File: src/rtl/calc_pkg.sv
// Shared keycodes, operator/state encodings and display limits for the keypad calculator.
package calc_pkg;

  localparam int WIDTH     = 10;
  localparam int MAX_VALUE = 999;

  localparam logic [3:0] KEY_ADD  = 4'hA;
  localparam logic [3:0] KEY_SUB  = 4'hB;
  localparam logic [3:0] KEY_CLR  = 4'hC;
  localparam logic [3:0] KEY_MUL  = 4'hD;
  localparam logic [3:0] KEY_BKSP = 4'hE;
  localparam logic [3:0] KEY_EQ   = 4'hF;

  typedef enum logic [1:0] {
    OP_NONE = 2'd0,
    OP_ADD  = 2'd1,
    OP_SUB  = 2'd2,
    OP_MUL  = 2'd3
  } op_e;

  typedef enum logic [1:0] {
    ENTRY_A = 2'd0,
    ENTRY_B = 2'd1,
    RESULT  = 2'd2,
    ERROR   = 2'd3
  } state_e;

  function automatic op_e key_to_op(input logic [3:0] k);
    case (k)
      KEY_ADD: key_to_op = OP_ADD;
      KEY_SUB: key_to_op = OP_SUB;
      default: key_to_op = OP_MUL;
    endcase
  endfunction

endpackage

File: src/rtl/calc_alu.sv
// Combinational add/sub/mul on unsigned operands with range checking against the display limit.
module calc_alu
  import calc_pkg::*;
#(
  parameter int WIDTH     = calc_pkg::WIDTH,
  parameter int MAX_VALUE = calc_pkg::MAX_VALUE
) (
  input  logic [WIDTH-1:0] a,
  input  logic [WIDTH-1:0] b,
  input  op_e              op,
  output logic [WIDTH-1:0] result,
  output logic             overflow
);

  localparam int W2 = 2 * WIDTH;
  localparam logic [W2-1:0] MAX_W = W2'(MAX_VALUE);

  logic [W2-1:0] a_w;
  logic [W2-1:0] b_w;
  logic [W2-1:0] res_w;

  assign a_w = {{WIDTH{1'b0}}, a};
  assign b_w = {{WIDTH{1'b0}}, b};

  always_comb begin
    res_w    = b_w;
    overflow = 1'b0;
    case (op)
      OP_ADD: begin
        res_w    = a_w + b_w;
        overflow = (res_w > MAX_W);
      end
      OP_SUB: begin
        // Negative results are not representable, so b > a is an error.
        res_w    = a_w - b_w;
        overflow = (b_w > a_w);
      end
      OP_MUL: begin
        res_w    = a_w * b_w;
        overflow = (res_w > MAX_W);
      end
      default: begin
        res_w    = b_w;
        overflow = 1'b0;
      end
    endcase
  end

  assign result = res_w[WIDTH-1:0];

endmodule

File: src/rtl/calc_engine.sv
// Calculator core: operand entry, chained operators and registered display/status outputs.
// Handshake: key_valid is a one-cycle strobe with no backpressure; key_ack pulses one cycle after each accepted key.
module calc_engine
  import calc_pkg::*;
#(
  parameter int WIDTH     = calc_pkg::WIDTH,
  parameter int MAX_VALUE = calc_pkg::MAX_VALUE
) (
  input  logic             Clk,
  input  logic             reset,
  input  logic [3:0]       key_code,
  input  logic             key_valid,
  output logic [WIDTH-1:0] display_value,
  output logic             error,
  output logic [1:0]       op_pending,
  output logic             key_ack,
  output state_e           dbg_state
);

  localparam int W2 = 2 * WIDTH;
  localparam logic [W2-1:0] MAX_W = W2'(MAX_VALUE);

  state_e           state_q, state_d;
  op_e              op_q, op_d;
  logic [WIDTH-1:0] acc_q, acc_d;
  logic [WIDTH-1:0] entry_q, entry_d;
  logic             started_q, started_d;
  logic             ack_q, ack_d;
  logic             error_q, error_d;
  logic [WIDTH-1:0] display_q, display_d;

  logic [WIDTH-1:0] alu_result;
  logic             alu_overflow;
  logic [W2-1:0]    entry_w;
  logic [W2-1:0]    append_w;
  logic [WIDTH-1:0] shrink;
  logic             is_digit;
  logic             is_op;

  // One ALU serves both chaining and equals: both compute acc op entry.
  calc_alu #(.WIDTH(WIDTH), .MAX_VALUE(MAX_VALUE)) u_alu (
    .a        (acc_q),
    .b        (entry_q),
    .op       (op_q),
    .result   (alu_result),
    .overflow (alu_overflow)
  );

  assign entry_w  = {{WIDTH{1'b0}}, entry_q};
  assign append_w = (entry_w << 3) + (entry_w << 1) + {{(W2-4){1'b0}}, key_code};
  assign shrink   = entry_q / WIDTH'(10);
  assign is_digit = (key_code <= 4'd9);
  assign is_op    = (key_code == KEY_ADD) || (key_code == KEY_SUB) || (key_code == KEY_MUL);

  always_comb begin
    state_d   = state_q;
    op_d      = op_q;
    acc_d     = acc_q;
    entry_d   = entry_q;
    started_d = started_q;
    ack_d     = 1'b0;
    if (key_valid) begin
      if (key_code == KEY_CLR) begin
        state_d   = ENTRY_A;
        op_d      = OP_NONE;
        acc_d     = '0;
        entry_d   = '0;
        started_d = 1'b0;
        ack_d     = 1'b1;
      end else begin
        case (state_q)
          ENTRY_A, ENTRY_B: begin
            if (is_digit) begin
              if (append_w <= MAX_W) begin
                entry_d   = append_w[WIDTH-1:0];
                started_d = 1'b1;
                ack_d     = 1'b1;
              end
            end else if (is_op) begin
              ack_d = 1'b1;
              if (state_q == ENTRY_A) begin
                acc_d     = entry_q;
                entry_d   = '0;
                started_d = 1'b0;
                op_d      = key_to_op(key_code);
                state_d   = ENTRY_B;
              end else if (!started_q) begin
                op_d = key_to_op(key_code);
              end else if (alu_overflow) begin
                state_d = ERROR;
              end else begin
                acc_d     = alu_result;
                entry_d   = '0;
                started_d = 1'b0;
                op_d      = key_to_op(key_code);
              end
            end else if (key_code == KEY_EQ) begin
              ack_d = 1'b1;
              if (state_q == ENTRY_A) begin
                acc_d   = entry_q;
                state_d = RESULT;
              end else if (!started_q) begin
                op_d    = OP_NONE;
                state_d = RESULT;
              end else if (alu_overflow) begin
                state_d = ERROR;
              end else begin
                acc_d   = alu_result;
                op_d    = OP_NONE;
                state_d = RESULT;
              end
            end else begin
              entry_d = shrink;
              if (shrink == '0) started_d = 1'b0;
              ack_d = 1'b1;
            end
          end
          RESULT: begin
            if (is_digit) begin
              entry_d   = WIDTH'(key_code);
              started_d = 1'b1;
              acc_d     = '0;
              state_d   = ENTRY_A;
              ack_d     = 1'b1;
            end else if (is_op) begin
              // Start a fresh second operand so a stale entry is never chained.
              op_d      = key_to_op(key_code);
              entry_d   = '0;
              started_d = 1'b0;
              state_d   = ENTRY_B;
              ack_d     = 1'b1;
            end else if (key_code == KEY_EQ) begin
              ack_d = 1'b1;
            end
          end
          default: ;
        endcase
      end
    end
  end

  always_comb begin
    display_d = '0;
    case (state_d)
      ENTRY_A: display_d = entry_d;
      ENTRY_B: display_d = started_d ? entry_d : acc_d;
      RESULT:  display_d = acc_d;
      default: display_d = '0;
    endcase
    error_d = (state_d == ERROR);
  end

  always_ff @(posedge Clk) begin
    if (!reset) begin
      state_q   <= ENTRY_A;
      op_q      <= OP_NONE;
      acc_q     <= '0;
      entry_q   <= '0;
      started_q <= 1'b0;
      ack_q     <= 1'b0;
      error_q   <= 1'b0;
      display_q <= '0;
    end else begin
      state_q   <= state_d;
      op_q      <= op_d;
      acc_q     <= acc_d;
      entry_q   <= entry_d;
      started_q <= started_d;
      ack_q     <= ack_d;
      error_q   <= error_d;
      display_q <= display_d;
    end
  end

  assign display_value = display_q;
  assign error         = error_q;
  assign op_pending    = op_q;
  assign key_ack       = ack_q;
  assign dbg_state     = state_q;

endmodule

File: config.mk
export PLATFORM = sky130hd
export DESIGN_NAME = calc_engine
export DESIGN_NICKNAME = d
export VERILOG_FILES = /design/src/rtl/calc_pkg.sv /design/src/rtl/calc_alu.sv /design/src/rtl/calc_engine.sv
export SDC_FILE = /design/constraint.sdc
export NUM_CORES = 1
export LEC_CHECK = 0
export BUFFER_PORTS_ARGS = -buffer_cell sky130_fd_sc_hd__buf_2
export CAP_MARGIN = 20
export CORE_MARGIN = 10
export CORE_UTILIZATION = 65
export CTS_BUF_LIST = sky130_fd_sc_hd__clkbuf_8
export CTS_CLUSTER_DIAMETER = 60
export DETAILED_ROUTE_END_ITERATION = 8
export GPL_ROUTABILITY_DRIVEN = 1
export GPL_TIMING_DRIVEN = 0
export HOLD_SLACK_MARGIN = 0.05
export PLACE_DENSITY = 0.95
export SLEW_MARGIN = 40
export SYNTH_ARGS = -nofsm -noshare
export SYNTH_HDL_FRONTEND = slang
export SYNTH_SLANG_ARGS = --single-unit
File: constraint.sdc
create_clock -name Clk -period 9.85 [get_ports Clk]
set_clock_uncertainty 0.05 [all_clocks]
set_input_delay 0.985 -clock Clk [delete_from_list [all_inputs] [get_ports Clk]]
set_output_delay 0.985 -clock Clk [all_outputs]
set_load 0.05 [all_outputs]
==> impl_metrics.py <==
metrics = {
    "detailed_routing": {
        "vias": 8664,
        "drcViolationCount": 0,
        "drtIter0Drc": 1524,
        "final_antenna_net_count": 0,
        "wl_um": 25960,
        "detail_route.first_pass.iterations": 6,
        "viasPerCell": 6.795,
        "wire_per_inst_um": 20.36,
    },
    "yosys": {
        "synth.cell_area_um2": 8325,
        "synth_cell_type_count": 92,
        "syn_area_per_cell_um2": 7.745,
        "synth_fp_nets": 1242,
        "ys.flop_type": "dfxtp_1",
        "ys_seq_area_share_pct": 8.897,
        "synth_cells": 1075,
        "async_flop_share_pct": 0,
        "yosysTopAreaCell": "fa_1",
        "synth_edf_count": 0,
        "yosys_warnings": 0,
        "yosys-top-cells-area": "fa_1 16%, ha_1 14%, dfxtp_1 8.9%",
        "synth-seq-cells": 37,
        "synth.top_cell.area_share_pct": 15.87,
    },
    "timing": {
        "setup_viol": 0,
        "slew_headroom_pct": 41.20,
        "period_share_pct": 85.03,
        "post-route-min-period_ns": 8.376,
        "rsz0062_at_grt": "false",
        "fmax_mhz": 119.4,
        "timing.final.ws_setup_ns": 1.474,
        "tightest_slew_ns": 0.8787,
        "slew_viol_final": 0,
        "finalHoldViolations": 0,
        "tns_ns": 0,
    },
    "grt": {
        "grt_pass1_wl_um": 42000,
        "grt_pass1_vias": 8117,
        "antenna_found_initial": 0,
        "grt_overflow_total": 0,
        "grt_start_max_net_pins": 12,
        "grt_util_all_layers_pct": 28.53,
    },
    "clock_network": {
        "clock_latency_ns": 0.30,
        "cts_sinks": 37,
        "h-tree-depth": 2,
        "cts-root-buf": "clkbuf_8",
        "cts_hold_buf": 0,
        "cts_setup_buffers": 0,
        "cts_resized": 0,
        "path_clk_slew_ns": 0.07,
        "cts_buffer_depth": 2,
        "cts_buffers": 5,
        "cts_tree": "built",
    },
    "critical_path": {
        "critPathMostFrequentCell": "fa_1",
        "r2r_cells": 22,
        "slowest_delay_ns": 0.60,
        "worst-path-stages": 22,
        "worstPathArrival_ns": 8.52,
        "cp_max_fo": 10,
        "worstPathCellList": "clkbuf_1 -> clkbuf_1 -> clkbuf_1 -> nand2_1 -> fa_1 -> fa_1 -> inv_1 -> fa_1 -> fa_1 -> fa_1 -> ha_1 -> a21o_1 -> a2111oi_2 -> nand2_1 -> a2bb2oi_1 -> a221oi_1 -> a41oi_1 -> o21ai_1 -> a21oi_1 -> o211ai_2 -> nand3_1 -> o2bb2ai_1",
        "cp-end-kind": "flop",
        "worst-setup-path-type": "flop to flop",
        "worst-path-buf-inv": 4,
        "required_ns": 9.99,
        "start_kind": "flop",
        "cp_slowest_cell": "a2111oi_2",
        "crit_family": "compound AO/OA/AOI/OAI gates",
    },
    "run_status": {
        "outcome": "completed",
    },
    "die": {
        "core_area_um2": 12570,
        "rows": 41,
        "start_util_pct": 66.24,
        "die_h_um": 133.2,
        "die_w_um": 133.2,
        "die-area_um2": 17740,
        "ios": 23,
    },
    "layout": {
        "syn_to_final_growth_pct": 4.854,
        "finalNonFillerCells": 1275,
        "n_antenna_cell": 0,
        "final_layout_size_suffix_gt1_share_pct": 6.165,
        "fin_nets": 1269,
    },
    "placed_design": {
        "globalplace.congestion": 1.075,
        "place_inst": 1267,
        "hpwl_um": 20490,
        "place_ws_ns": 1.633,
        "io_buffers": 20,
    },
    "flow_run": {
        "drv_cap": 0,
    },
    "power": {
        "p_leak_nw": 4.017,
        "ir_worst_vdd_mv": 0.1144,
        "p_per_area_nw_per_um2": 73.44,
    },
    "hold_path": {
        "hp-class": "flop to flop",
        "min_path_cells": 3,
    },
}
==> where the power goes <==
part,leakage [nW],internal [W],switching [W],total (W)
Sequential,0.301,0.000160,0.0000170,0.000177
Combinational,3.67,0.000126,0.000234,0.000360
Clock,0.0491,0.0000481,0.0000564,0.000104
==> logic make-up after synthesis <==
logic type	after synthesis	synth area share (%)
AO/OA/AOI/OAI	305	26.21
adder cells (fa/ha/maj)	161	30.12
buffers and inverters	181	8.551
multiplexers	17	2.885
flip-flops	37	8.897
AND/OR/NAND/NOR	348	20.60
XOR/XNOR	26	2.735
==> Yosys cell counts, drive strengths merged (6+ instances only) <==
cell     number
a2111oi       7
a211oi       13
a21o         10
a21oi        55
a221oi        6
a311oi        7
a31oi        15
and2         38
buf          18
clkbuf       51
dfxtp        37
fa           66
ha           94
inv         107
mux2i        10
nand2       108
nand2b       14
nand3        16
nand4         9
nor2         84
nor2b        14
nor3         20
o211ai       12
o21a         14
o21ai        62
o221ai        7
o22ai         9
o2bb2ai       8
o31a          7
o31ai         6
or2           8
xnor2        17
xor2          9
==> path summary, 6_finish.rpt <==
check                         from                           to  slack (ns)
max reg2reg  entry_q[4]$_SDFF_PN0_  display_value[5]$_SDFF_PN0_        1.47
max          entry_q[4]$_SDFF_PN0_  display_value[5]$_SDFF_PN0_        1.47
min reg2reg    acc_q[9]$_SDFF_PN0_          acc_q[9]$_SDFF_PN0_        0.72
min            acc_q[9]$_SDFF_PN0_          acc_q[9]$_SDFF_PN0_        0.72
==> flip-flops by register name, summed over array words and instances, names as in the netlist <==
signal and count:
display_value 10, entry_q 10, started_q 1, error 1, acc_q 10, key_ack 1, dbg_state 2, op_pending 2
==> layout make-up <==
class,instances,area (um2)
Timing Repair Buffer,20,100.1
Tap cell,172,215.2
Buffer,69,291.5
Fill cell,1027,3839
Sequential cell,37,740.7
Inverter,112,420.4
Clock buffer,5,68.82
Clock inverter,3,13.76
Multi-Input combinational cell,857,6879
==> stage by stage <==
stage	instance area, um2	utilization (%)	hold WS (ns)	power [W]
floorplan	8325	-	0.5682	0.0004280
global route	8730	69.46	0.7781	0.0006702
detailed placement	8647	68.80	0.7007	0.0005208
global placement	8641	68.75	0.6770	0.0005144
finish	8730	69.46	0.7172	0.0006411
CTS	8730	69.46	0.7166	0.0006231
==> placed cells by master, fill, tap and decap left out, drive strengths merged, types with 8 or more instances in the layout <==
master	n
a211oi	13
a21o	10
a21oi	55
a31oi	15
and2	38
buf	38
clkbuf	56
dfxtp	37
fa	66
ha	94
inv	108
mux2i	10
nand2	108
nand2b	14
nand3	16
nand4	9
nor2	84
nor2b	14
nor3	20
o211ai	12
o21a	14
o21ai	62
o22ai	9
o2bb2ai	8
or2	8
xnor2	17
xor2	9
==> worst reg2reg max path: cells and delay by family, from the launching register on <==
kind	cells	cell delay, ns
compound gates	9	2.92
flops	1	0.59
fa+ha+maj	6	2.79
simple gates	3	0.60
buf+inv	4	1.32
==> routing by layer <==
| layer | up-vias | track usage, % | share of wire [%] |
|---|---|---|---|
| met5 | - | 0 | 0 |
| met4 | 0 | 8.162 | 3.8 |
| met3 | 113 | 8.045 | 14 |
| met2 | 641 | 42.67 | 42 |
| met1 | 4033 | 39.20 | 40 |
| li1 | 3877 | - | - |
(Power assumes the default switching activity.)
